**config.mk**
```make
export PLATFORM = sky130hd
export DESIGN_NAME = reorder_buffer
export DESIGN_NICKNAME = d
export VERILOG_FILES = /design/src/rtl/reorder_buffer_pkg.sv /design/src/rtl/reorder_buffer_lookup.sv /design/src/rtl/reorder_buffer.sv
export SDC_FILE = /design/constraint.sdc
export NUM_CORES = 2
export LEC_CHECK = 0
export ABC_AREA = 1
export CORE_MARGIN = 2
export CORE_UTILIZATION = 64
export DETAILED_ROUTE_END_ITERATION = 7
export GPL_ROUTABILITY_DRIVEN = 0
export PLACE_DENSITY_LB_ADDON = 0.08
export REMOVE_ABC_BUFFERS = 1
export SLEW_MARGIN = 20
export SYNTH_ARGS = -nofsm -noshare
export SYNTH_HDL_FRONTEND = slang
export SYNTH_SLANG_ARGS = --single-unit
```
**constraint.sdc**
```tcl
create_clock -name clk -period 72.2 [get_ports clk]
set_input_delay 10.83 -clock clk [delete_from_list [all_inputs] [get_ports clk]]
set_output_delay 10.83 -clock clk [all_outputs]
set_load 0.1 [all_outputs]
```
**src/rtl/reorder_buffer_pkg.sv**
```systemverilog
// Shared widths, opcode classes and tag helpers for the reorder buffer and
// the reservation station that consumes its tags.
package reorder_buffer_pkg;

    localparam int ROB_SIZE   = 8;
    localparam int ID_WIDTH   = 4;
    localparam int VAL_WIDTH  = 32;
    localparam int ADDR_WIDTH = 32;
    localparam int OP_WIDTH   = 6;
    localparam int REG_WIDTH  = 5;
    localparam int IDX_WIDTH  = $clog2(ROB_SIZE);
    localparam int CNT_WIDTH  = IDX_WIDTH + 1;

    // Instruction classes, shared with the reservation station.
    localparam logic [OP_WIDTH-1:0] OP_LUI    = 6'd1;
    localparam logic [OP_WIDTH-1:0] OP_AUIPC  = 6'd2;
    localparam logic [OP_WIDTH-1:0] OP_JAL    = 6'd3;
    localparam logic [OP_WIDTH-1:0] OP_JALR   = 6'd4;
    localparam logic [OP_WIDTH-1:0] OP_BRANCH = 6'd5;
    localparam logic [OP_WIDTH-1:0] OP_I_TYPE = 6'd6;
    localparam logic [OP_WIDTH-1:0] OP_R_TYPE = 6'd7;

    // Jumps write the link value rather than the computed target.
    function automatic logic is_link_op(input logic [OP_WIDTH-1:0] op);
        return (op == OP_JAL) || (op == OP_JALR);
    endfunction

    // Classes whose committed value is a next PC that may disagree with the prediction.
    function automatic logic is_redirect_op(input logic [OP_WIDTH-1:0] op);
        return (op == OP_BRANCH) || (op == OP_JALR);
    endfunction

    // Tag 0 means "no dependency"; tags above ROB_SIZE name no entry.
    function automatic logic tag_is_entry(input logic [ID_WIDTH-1:0] tag);
        return (tag != {ID_WIDTH{1'b0}}) && (tag <= ID_WIDTH'(ROB_SIZE));
    endfunction

    function automatic logic [IDX_WIDTH-1:0] tag_to_idx(input logic [ID_WIDTH-1:0] tag);
        return IDX_WIDTH'(tag - ID_WIDTH'(1));
    endfunction

    function automatic logic [ID_WIDTH-1:0] idx_to_tag(input logic [IDX_WIDTH-1:0] idx);
        return ID_WIDTH'(idx) + ID_WIDTH'(1);
    endfunction

endpackage

```
**src/rtl/reorder_buffer_lookup.sv**
```systemverilog
// Combinational operand lookup: tag -> (ready, value), with same-cycle CDB bypass.
module rob_lookup
    import reorder_buffer_pkg::*;
(
    input  logic [ID_WIDTH-1:0]                query_tag_i,
    input  logic                               cdb_valid_i,
    input  logic [ID_WIDTH-1:0]                cdb_tag_i,
    input  logic [VAL_WIDTH-1:0]               cdb_val_i,
    input  logic [ROB_SIZE-1:0]                entry_ready_i,
    input  logic [ROB_SIZE-1:0][VAL_WIDTH-1:0] entry_res_i,
    output logic                               ready_o,
    output logic [VAL_WIDTH-1:0]               res_o
);

    logic [IDX_WIDTH-1:0] idx_s;

    assign idx_s = tag_to_idx(query_tag_i);

    // Priority: no dependency, then a result on the bus this cycle, then the stored entry.
    always_comb begin
        ready_o = 1'b0;
        res_o   = {VAL_WIDTH{1'b0}};
        if (query_tag_i == {ID_WIDTH{1'b0}}) begin
            ready_o = 1'b1;
            res_o   = {VAL_WIDTH{1'b0}};
        end else if (cdb_valid_i && (cdb_tag_i == query_tag_i)) begin
            ready_o = 1'b1;
            res_o   = cdb_val_i;
        end else if (tag_is_entry(query_tag_i)) begin
            ready_o = entry_ready_i[idx_s];
            res_o   = entry_res_i[idx_s];
        end else begin
            ready_o = 1'b0;
            res_o   = {VAL_WIDTH{1'b0}};
        end
    end

endmodule

```
**src/rtl/reorder_buffer.sv**
```systemverilog
// Circular reorder buffer: allocates tags at issue, captures CDB results,
// answers operand lookups and retires in program order, flushing on mispredict.
module reorder_buffer
    import reorder_buffer_pkg::*;
(
    input  logic                  clk,
    input  logic                  rst_in,
    input  logic                  rdy_in,
    input  logic                  issue_valid,
    input  logic [OP_WIDTH-1:0]   issue_type,
    input  logic [REG_WIDTH-1:0]  issue_rd,
    input  logic [ADDR_WIDTH-1:0] issue_pred_pc,
    output logic                  rob_full,
    output logic [ID_WIDTH-1:0]   new_tag,
    input  logic [ID_WIDTH-1:0]   query_tag1,
    input  logic [ID_WIDTH-1:0]   query_tag2,
    output logic                  ready1,
    output logic                  ready2,
    output logic [VAL_WIDTH-1:0]  res1,
    output logic [VAL_WIDTH-1:0]  res2,
    input  logic                  cdb_valid,
    input  logic [ID_WIDTH-1:0]   cdb_tag,
    input  logic [VAL_WIDTH-1:0]  cdb_val,
    input  logic [VAL_WIDTH-1:0]  cdb_link,
    output logic                  commit_valid,
    output logic [REG_WIDTH-1:0]  commit_rd,
    output logic [VAL_WIDTH-1:0]  commit_val,
    output logic [ID_WIDTH-1:0]   commit_tag,
    output logic                  flush,
    output logic [ADDR_WIDTH-1:0] flush_pc
);

    // Control state
    logic [IDX_WIDTH-1:0] head_q, head_d, tail_q, tail_d;
    logic [CNT_WIDTH-1:0] count_q, count_d;
    logic [ROB_SIZE-1:0]  busy_q, busy_d, ready_q, ready_d;

    // Per-entry payload
    logic [OP_WIDTH-1:0]   type_q    [ROB_SIZE];
    logic [REG_WIDTH-1:0]  rd_q      [ROB_SIZE];
    logic [ADDR_WIDTH-1:0] pred_pc_q [ROB_SIZE];
    logic [VAL_WIDTH-1:0]  value_q   [ROB_SIZE];
    logic [VAL_WIDTH-1:0]  link_q    [ROB_SIZE];

    // Registered outputs
    logic                  commit_valid_q, commit_valid_d;
    logic [REG_WIDTH-1:0]  commit_rd_q, commit_rd_d;
    logic [VAL_WIDTH-1:0]  commit_val_q, commit_val_d;
    logic [ID_WIDTH-1:0]   commit_tag_q, commit_tag_d;
    logic                  flush_q, flush_d;
    logic [ADDR_WIDTH-1:0] flush_pc_q, flush_pc_d;

    logic                               full_s, issue_s, capture_s, commit_s, mispredict_s;
    logic [IDX_WIDTH-1:0]               cdb_idx_s;
    logic [ROB_SIZE-1:0][VAL_WIDTH-1:0] entry_res_s;

    assign full_s    = (count_q == CNT_WIDTH'(ROB_SIZE));
    assign cdb_idx_s = tag_to_idx(cdb_tag);

    // Fullness is judged before this cycle's commit, so a full buffer refills a cycle later.
    assign issue_s      = rdy_in && issue_valid && !full_s;
    assign capture_s    = rdy_in && cdb_valid && tag_is_entry(cdb_tag) && busy_q[cdb_idx_s];
    assign commit_s     = rdy_in && busy_q[head_q] && ready_q[head_q];
    assign mispredict_s = commit_s && is_redirect_op(type_q[head_q])
                          && (ADDR_WIDTH'(value_q[head_q]) != pred_pc_q[head_q]);

    assign rob_full     = full_s;
    assign new_tag      = idx_to_tag(tail_q);
    assign commit_valid = commit_valid_q;
    assign commit_rd    = commit_rd_q;
    assign commit_val   = commit_val_q;
    assign commit_tag   = commit_tag_q;
    assign flush        = flush_q;
    assign flush_pc     = flush_pc_q;

    // Architectural result of each entry: link value for jumps, computed value otherwise.
    always_comb begin
        for (int i = 0; i < ROB_SIZE; i++) begin
            entry_res_s[i] = is_link_op(type_q[i]) ? link_q[i] : value_q[i];
        end
    end

    rob_lookup u_lookup1 (
        .query_tag_i   (query_tag1),
        .cdb_valid_i   (cdb_valid),
        .cdb_tag_i     (cdb_tag),
        .cdb_val_i     (cdb_val),
        .entry_ready_i (ready_q),
        .entry_res_i   (entry_res_s),
        .ready_o       (ready1),
        .res_o         (res1)
    );

    rob_lookup u_lookup2 (
        .query_tag_i   (query_tag2),
        .cdb_valid_i   (cdb_valid),
        .cdb_tag_i     (cdb_tag),
        .cdb_val_i     (cdb_val),
        .entry_ready_i (ready_q),
        .entry_res_i   (entry_res_s),
        .ready_o       (ready2),
        .res_o         (res2)
    );

    // Next pointers, occupancy and busy/ready bits; a mispredict empties the buffer.
    always_comb begin
        head_d  = head_q;
        tail_d  = tail_q;
        count_d = count_q;
        busy_d  = busy_q;
        ready_d = ready_q;

        if (capture_s) begin
            ready_d[cdb_idx_s] = 1'b1;
        end else begin
            ready_d = ready_d;
        end

        if (commit_s) begin
            busy_d[head_q] = 1'b0;
            head_d         = head_q + IDX_WIDTH'(1);
        end else begin
            head_d = head_q;
        end

        if (issue_s) begin
            busy_d[tail_q]  = 1'b1;
            ready_d[tail_q] = 1'b0;
            tail_d          = tail_q + IDX_WIDTH'(1);
        end else begin
            tail_d = tail_q;
        end

        case ({issue_s, commit_s})
            2'b10:   count_d = count_q + CNT_WIDTH'(1);
            2'b01:   count_d = count_q - CNT_WIDTH'(1);
            default: count_d = count_q;
        endcase

        if (mispredict_s) begin
            busy_d  = {ROB_SIZE{1'b0}};
            ready_d = {ROB_SIZE{1'b0}};
            head_d  = {IDX_WIDTH{1'b0}};
            tail_d  = {IDX_WIDTH{1'b0}};
            count_d = {CNT_WIDTH{1'b0}};
        end else begin
            count_d = count_d;
        end
    end

    // Commit and flush outputs: pulses last one enabled edge, payloads hold between pulses.
    always_comb begin
        commit_valid_d = commit_s;
        flush_d        = mispredict_s;
        if (commit_s) begin
            commit_rd_d  = (type_q[head_q] == OP_BRANCH) ? {REG_WIDTH{1'b0}} : rd_q[head_q];
            commit_val_d = entry_res_s[head_q];
            commit_tag_d = idx_to_tag(head_q);
        end else begin
            commit_rd_d  = commit_rd_q;
            commit_val_d = commit_val_q;
            commit_tag_d = commit_tag_q;
        end
        if (mispredict_s) begin
            flush_pc_d = ADDR_WIDTH'(value_q[head_q]);
        end else begin
            flush_pc_d = flush_pc_q;
        end
    end

    // Control and output registers.
    always_ff @(posedge clk or posedge rst_in) begin
        if (rst_in) begin
            head_q         <= {IDX_WIDTH{1'b0}};
            tail_q         <= {IDX_WIDTH{1'b0}};
            count_q        <= {CNT_WIDTH{1'b0}};
            busy_q         <= {ROB_SIZE{1'b0}};
            ready_q        <= {ROB_SIZE{1'b0}};
            commit_valid_q <= 1'b0;
            commit_rd_q    <= {REG_WIDTH{1'b0}};
            commit_val_q   <= {VAL_WIDTH{1'b0}};
            commit_tag_q   <= {ID_WIDTH{1'b0}};
            flush_q        <= 1'b0;
            flush_pc_q     <= {ADDR_WIDTH{1'b0}};
        end else begin
            head_q         <= head_d;
            tail_q         <= tail_d;
            count_q        <= count_d;
            busy_q         <= busy_d;
            ready_q        <= ready_d;
            commit_valid_q <= commit_valid_d;
            commit_rd_q    <= commit_rd_d;
            commit_val_q   <= commit_val_d;
            commit_tag_q   <= commit_tag_d;
            flush_q        <= flush_d;
            flush_pc_q     <= flush_pc_d;
        end
    end

    // Entry payload: written at the tail on issue and at the producing entry on capture.
    always_ff @(posedge clk or posedge rst_in) begin
        if (rst_in) begin
            for (int i = 0; i < ROB_SIZE; i++) begin
                type_q[i]    <= {OP_WIDTH{1'b0}};
                rd_q[i]      <= {REG_WIDTH{1'b0}};
                pred_pc_q[i] <= {ADDR_WIDTH{1'b0}};
                value_q[i]   <= {VAL_WIDTH{1'b0}};
                link_q[i]    <= {VAL_WIDTH{1'b0}};
            end
        end else begin
            if (issue_s) begin
                type_q[tail_q]    <= issue_type;
                rd_q[tail_q]      <= issue_rd;
                pred_pc_q[tail_q] <= issue_pred_pc;
            end
            if (capture_s) begin
                value_q[cdb_idx_s] <= cdb_val;
                link_q[cdb_idx_s]  <= cdb_link;
            end
        end
    end

endmodule

```
### Word-level counts from Yosys, hierarchy flattened

Cells that the tools add are included.

| word-level totals | value |
|---|---|
| input port bits | 124 |
| logic and storage cells | 226 |
| output and inout port bits | 146 |
| bits in registers | 957 |

| cells by class | value |
|---|---|
| eq/ne operators | 24 |
| reduce and logical (&&, ||, !) cells | 37 |
| $add $sub $neg | 9 |
| bitwise gates (word level) | 9 |
| order comparisons | 16 |
| multiplexer cells | 80 |

Operators with widths:

| kind | number |
|---|---|
| bitwise mux 256 bit | 3 |
| two-way mux 32 bit | 23 |
| binary-select mux 32 bit (select 3 bit) | 5 |
| demux 32 bit (select 3 bit) | 2 |
| equality test 6 x 3 -> 1 bit (second input constant) | 10 |
| bitwise mux 48 bit | 1 |
| equality test 6 x 2 -> 1 bit (second input constant) | 8 |
| two-way mux 8 bit | 6 |
| bitwise mux 40 bit | 1 |
| inequality test 32 bit | 1 |
| less-than comparator 3 x 4 -> 1 bit (second input constant) | 5 |
| two-way mux 5 bit | 4 |
| logical AND 1 bit | 19 |
| binary-select mux 6 bit (select 3 bit) | 1 |
| demux 6 bit (select 3 bit) | 1 |
| two-way mux 6 bit | 3 |
| AND 8 bit | 2 |
| inverter 8 bit | 2 |
| OR 8 bit | 2 |
| binary-select mux 1 bit (select 3 bit) | 5 |
| binary-select mux 5 bit (select 3 bit) | 1 |
| demux 5 bit (select 3 bit) | 1 |
| two-way mux 1 bit | 14 |
| greater-or-equal comparator 4 bit (second input constant) | 3 |
| other kinds (23) | 52 |

### Logic depth before layout (Yosys ltp)

| depth | value |
|---|---|
| depth in word-level cells | 10 |
| gate-level depth with buffers | 22 |
| depth with buffers taken out | 18 |

### Hierarchy

From an unflattened synthesis, not the netlist that was laid out.

| unflattened totals | value |
|---|---|
| cells, all modules | 7602 |
| area, all modules | 53294.9 um2 |

Modules (own cells, without submodules):

| module | cells each | times used | area each (um2) |
|---|---|---|---|
| reorder_buffer | 6212 | 1 | 46766.1 |
| rob_lookup | 695 | 2 | 3264.4 |

### Worst setup path before layout

OpenSTA, ideal clock, no wires.

| path | value |
|---|---|
| path kind | in2out |
| start | input query_tag1[0] |
| end | output res1[2] |
| path slack | 46.924 ns |
| stages | 12 |
| data arrival time | 14.446 ns |
| required time | 61.370 ns |
| path through | inv_1 -> clkbuf_1 -> clkbuf_1 -> clkbuf_1 -> ha_1 -> xnor2_1 -> clkbuf_1 -> buf_1 -> o211ai_1 -> o211ai_1 -> nand3_1 -> a21oi_1 |

| on the way | value |
|---|---|
| cells in the longest elaborated chain, start to end | 6 |
| elaborated cells between the ends (all ways) | 12 |
| those cells by class | 1 x add/sub; 1 x order compare; 1 x eq/ne; 5 x mux; 4 x reduce/logical |

Ends and longest elaborated chain:

| item | RTL line | source |
|---|---|---|
| from (decl) | reorder_buffer.sv:15 | `input logic [ID_WIDTH-1:0] query_tag1,` |
| subtractor 3 x 1 -> 3 bit | reorder_buffer_pkg.sv:39 | `return IDX_WIDTH'(tag - ID_WIDTH'(1));` |
| binary-select mux 32 bit (select 3 bit) | reorder_buffer_lookup.sv:31 | `res_o = entry_res_i[idx_s];` |
| two-way mux 32 bit (not written as such) | reorder_buffer_lookup.sv:31 |  |
| two-way mux 32 bit | reorder_buffer_lookup.sv:29 | `end else if (tag_is_entry(query_tag_i)) begin` |
| two-way mux 32 bit | reorder_buffer_lookup.sv:26 | `end else if (cdb_valid_i && (cdb_tag_i == query_tag_i)) begin` |
| two-way mux 32 bit * | reorder_buffer_lookup.sv:23 | `if (query_tag_i == {ID_WIDTH{1'b0}}) begin` |
| to (decl) | reorder_buffer.sv:19 | `output logic [VAL_WIDTH-1:0] res1,` |

Every way passes the cells marked *; elsewhere a longest branch is shown, timed or not. The select of a mux whose other input is x is not followed.

### Worst setup path in the final report

| path | value |
|---|---|
| start | input query_tag1[0] |
| end | output res1[23] |

Same word-level chain as after synthesis.

==> results.toml <==
[drt]
firstDrtPassIters = 8
avgRoutedWirePerCell_um = 21.96
route.detailed.drc = 2
detail-route-antenna-nets = 0
dr_total_vias = 52221
drt_iter0_drc = 7702
detail_route.vias_per_cell = 6.206
routed_wl_mm = 184.8

[yosys]
ys_top_cells_by_area = "sky130_fd_sc_hd__dfrtp_1 (46%), sky130_fd_sc_hd__nand2_1 (16%), sky130_fd_sc_hd__o21ai_0 (13%)"
yosys_register_bits = 957
synthesis.area_mm2 = 0.05202
synth_cell_type_count = 42
synth_edf_count = 0
asyncSetResetFlopFracSynth = 1.000
yosysMostFrequentCell = "sky130_fd_sc_hd__nand2_1"
synthDominantCellAreaShare = 0.4603
synth-main-ff-cell = "sky130_fd_sc_hd__dfrtp_1"
sequential_area_share_after_synthesis = 0.4603
yosysWarningCount = 0
post_synth_inst_count = 7320
syn_avg_cell_area_um2 = 7.107
synth_commonest_cells = "sky130_fd_sc_hd__nand2_1 (2242), sky130_fd_sc_hd__o21ai_0 (1400), sky130_fd_sc_hd__dfrtp_1 (957)"
synth_top_area_cell = "sky130_fd_sc_hd__dfrtp_1"

[pwr]
worst_ir_drop_vdd_mv = 0.03996
power.static_leakage_uw = 0.02894
power_density_mw_per_mm2 = 49.38

[floorplanning]
start_util = 0.6459
die-width_um = 289.1
die_area_mm2 = 0.08358
die-height_um = 289.1
fp.coreArea_mm2 = 0.08055
fp_rows = 104
io-pin-count = 270

[place]
place_area_mm2 = 0.05480
dp.cells = 8226
detailedPlacementHpwl_mm = 109.3
port_buffers = 269

[layout]
finish.cell_count_without_fillers = 8414
sequential_cell_area_mm2 = 0.02395
layout-area-overhead-vs-synth_pct = 12.07
finish.net_count = 7405
multi_input_comb_area_mm2 = 0.02322
filler_cell_count = 6586
final_cell_area_mm2 = 0.05830
layout-drive-gt1-share = 0.04733

[grt]
grt_antenna_before_repair = 5
vias_in_the_first_global_route = 48969
grt.overflow.total = 0
global_route.usage.met2 = 0.6502
top_usage_layer = "met2"
grt_start_max_net_pins = 162
grt_pass1_wl_mm = 282.7
grt_use_total = 0.4415
globalRouteMet3Util = 0.1493
grt_util_met1 = 0.5793

[sta]
slew_viol_final = 0
total_neg_setup_slack_ns = 0
fin_crit_sh = 0.3699
skew_ns = 0.03067
period_needed_ns = 26.70
grt_setup_unrepaired = "no"
relSlewSlack = 0.1378
setup_violations = 0
tightestPinTransition_ns = 1.293
maxClockFrequency_mhz = 37.45
timing_hold_violations_final = 0

[worst_setup_path]
rr_startpoint = "head_q[0]"
r2r_slack_ns = 66.78
worstSetupStartpointType = "primary input"
top_fanout_value_on_the_critical_path = 65
critPathKind = "in -> out"
worstPathRequired_ns = 61.37
ff_to_ff_path_depth = 18
end_kind = "primary output"
worst_ep_arrival_time_ns = 15.87
r2r_end = "count_q[3]"

[cts]
cts_inserted_buffers = 102
cts_max_level = 3
number_of_buffers_added_for_setup_after_cts = 0
clock_latency_of_the_later_clocked_register_in_the_worst_skew_pair_ns = 0.70
count_of_instances_resized_after_the_clock_tree_is_built = 0
cts-hold-fix-buffers = 0
clock_path_buffers = 3
cts_root_buf = "sky130_fd_sc_hd__clkbuf_16"
sink_count_of_the_clock_tree = 957
clk_pin_slew_ns = 0.05
cts_tree = "done"

[worst_hold_path]
timing.hold.worst.class = "reg -> reg"
whs_path_depth = 2
min-delay-start = "pred_pc_q[96]"
worstHoldEndpoint = "pred_pc_q[96]"

[run_status]
run_status = "finished with violations"
failed_checks = "design-rule violations"

[flow_run]
maxCapViolations = 0
where the power goes:
group          leakage [uW]  switching [uW]  internal, uW  total, uW
sequential           0.0119             124           747        871
combinational        0.0153            1080           382       1460
clock               0.00170             229           316        545
total                0.0289            1430          1440       2880
worst max path at each step:
stage | cells past startpoint | start | slack (ns) | end
after floorplan | 1 | rst_in | 34.45 | busy_q[0]
final | 12 | query_tag1[0] | 45.50 | res1[23]
after CTS | 10 | query_tag1[0] | 45.26 | res1[23]
after global routing | 12 | query_tag1[0] | 45.39 | res1[17]
after detailed placement | 10 | query_tag1[0] | 45.28 | res1[23]
after global placement | 10 | query_tag1[0] | 45.32 | res1[23]
layer usage:
metal	up-vias	share of wire
met5	-	0.00020
met4	6	0.063
met3	903	0.15
met2	3757	0.42
met1	24024	0.36
li1	23531	-
metrics by stage:
stage / setup WS, ns / power, uW / hold WS [ns] / util
3_5_place_dp: 45.28 / 2271 / 0.4653 / 0.6804
6_report: 45.50 / 2879 / 0.4755 / 0.7238
2_1_floorplan: 34.45 / 1837 / 0.4451 / -
5_1_grt: 45.39 / 3035 / 0.4979 / 0.7238
4_1_cts: 45.26 / 2821 / 0.4795 / 0.7232
3_3_place_gp: 45.32 / 2238 / 0.4573 / 0.6804
cell type report:
| cell class | count | area share |
|---|---|---|
| antenna | 1 | 0.00004292 |
| sequential | 957 | 0.4108 |
| clock buffer | 138 | 0.04936 |
| clock inverter | 47 | 0.009765 |
| multi-input combinational | 5073 | 0.3984 |
| tap | 1060 | 0.02275 |
| inverter | 787 | 0.05103 |
| timing repair buffer | 351 | 0.05786 |
cell usage in the layout, fill, tap and decap left out, types with 5 or more instances in the layout:
| cell type | n |
|---|---|
| sky130_fd_sc_hd__a21oi_1 | 141 |
| sky130_fd_sc_hd__a22o_1 | 9 |
| sky130_fd_sc_hd__a2bb2oi_1 | 6 |
| sky130_fd_sc_hd__buf_4 | 79 |
| sky130_fd_sc_hd__bufinv_16 | 10 |
| sky130_fd_sc_hd__clkbuf_1 | 17 |
| sky130_fd_sc_hd__clkbuf_16 | 102 |
| sky130_fd_sc_hd__clkbuf_8 | 19 |
| sky130_fd_sc_hd__clkdlybuf4s50_1 | 267 |
| sky130_fd_sc_hd__clkinv_1 | 5 |
| sky130_fd_sc_hd__clkinv_2 | 26 |
| sky130_fd_sc_hd__clkinvlp_4 | 5 |
| sky130_fd_sc_hd__dfrtp_1 | 956 |
| sky130_fd_sc_hd__ha_1 | 8 |
| sky130_fd_sc_hd__inv_1 | 767 |
| sky130_fd_sc_hd__inv_2 | 10 |
| sky130_fd_sc_hd__nand2_1 | 2230 |
| sky130_fd_sc_hd__nand2_2 | 11 |
| sky130_fd_sc_hd__nand3_1 | 420 |
| sky130_fd_sc_hd__nand4_1 | 24 |
| sky130_fd_sc_hd__nor2_1 | 403 |
| sky130_fd_sc_hd__nor2_4 | 10 |
| sky130_fd_sc_hd__nor3_1 | 23 |
| sky130_fd_sc_hd__nor4_1 | 14 |
| sky130_fd_sc_hd__o2111a_1 | 6 |
| sky130_fd_sc_hd__o2111ai_1 | 16 |
| sky130_fd_sc_hd__o211ai_1 | 171 |
| sky130_fd_sc_hd__o21ai_0 | 1399 |
| sky130_fd_sc_hd__o21ai_1 | 29 |
| sky130_fd_sc_hd__o22ai_1 | 71 |
| sky130_fd_sc_hd__or2_2 | 41 |
flip-flops by register name (all words and copies together) (netlist names), 5 cells and up:
register,flops
ready_q,8
type_q,48
commit_val,32
rd_q,40
flush_pc,32
pred_pc_q,256
commit_rd,5
link_q,256
value_q,256
busy_q,8
kinds of logic after synthesis:
family,count (synthesis),synth area share
AND/OR/NAND/NOR,3191,0.2458
XOR/XNOR,7,0.001179
adder cells (fa/ha/maj),9,0.002165
buffers and inverters,1290,0.09719
flip-flops,957,0.4603
AO/OA/AOI/OAI,1866,0.1933
critical path: stages:
cell and delay (ns):
sky130_fd_sc_hd__buf_4 0.23, sky130_fd_sc_hd__inv_4 0.53, sky130_fd_sc_hd__ha_2 0.33, sky130_fd_sc_hd__xnor2_2 0.06
sky130_fd_sc_hd__buf_4 0.39, sky130_fd_sc_hd__inv_2 0.56, sky130_fd_sc_hd__buf_4 0.60, sky130_fd_sc_hd__o21ai_0 0.22
sky130_fd_sc_hd__o211ai_1 0.22, sky130_fd_sc_hd__nand3_1 0.10, sky130_fd_sc_hd__a21oi_1 0.46, sky130_fd_sc_hd__clkdlybuf4s50_1 1.24
(Power assumes the default switching activity.)
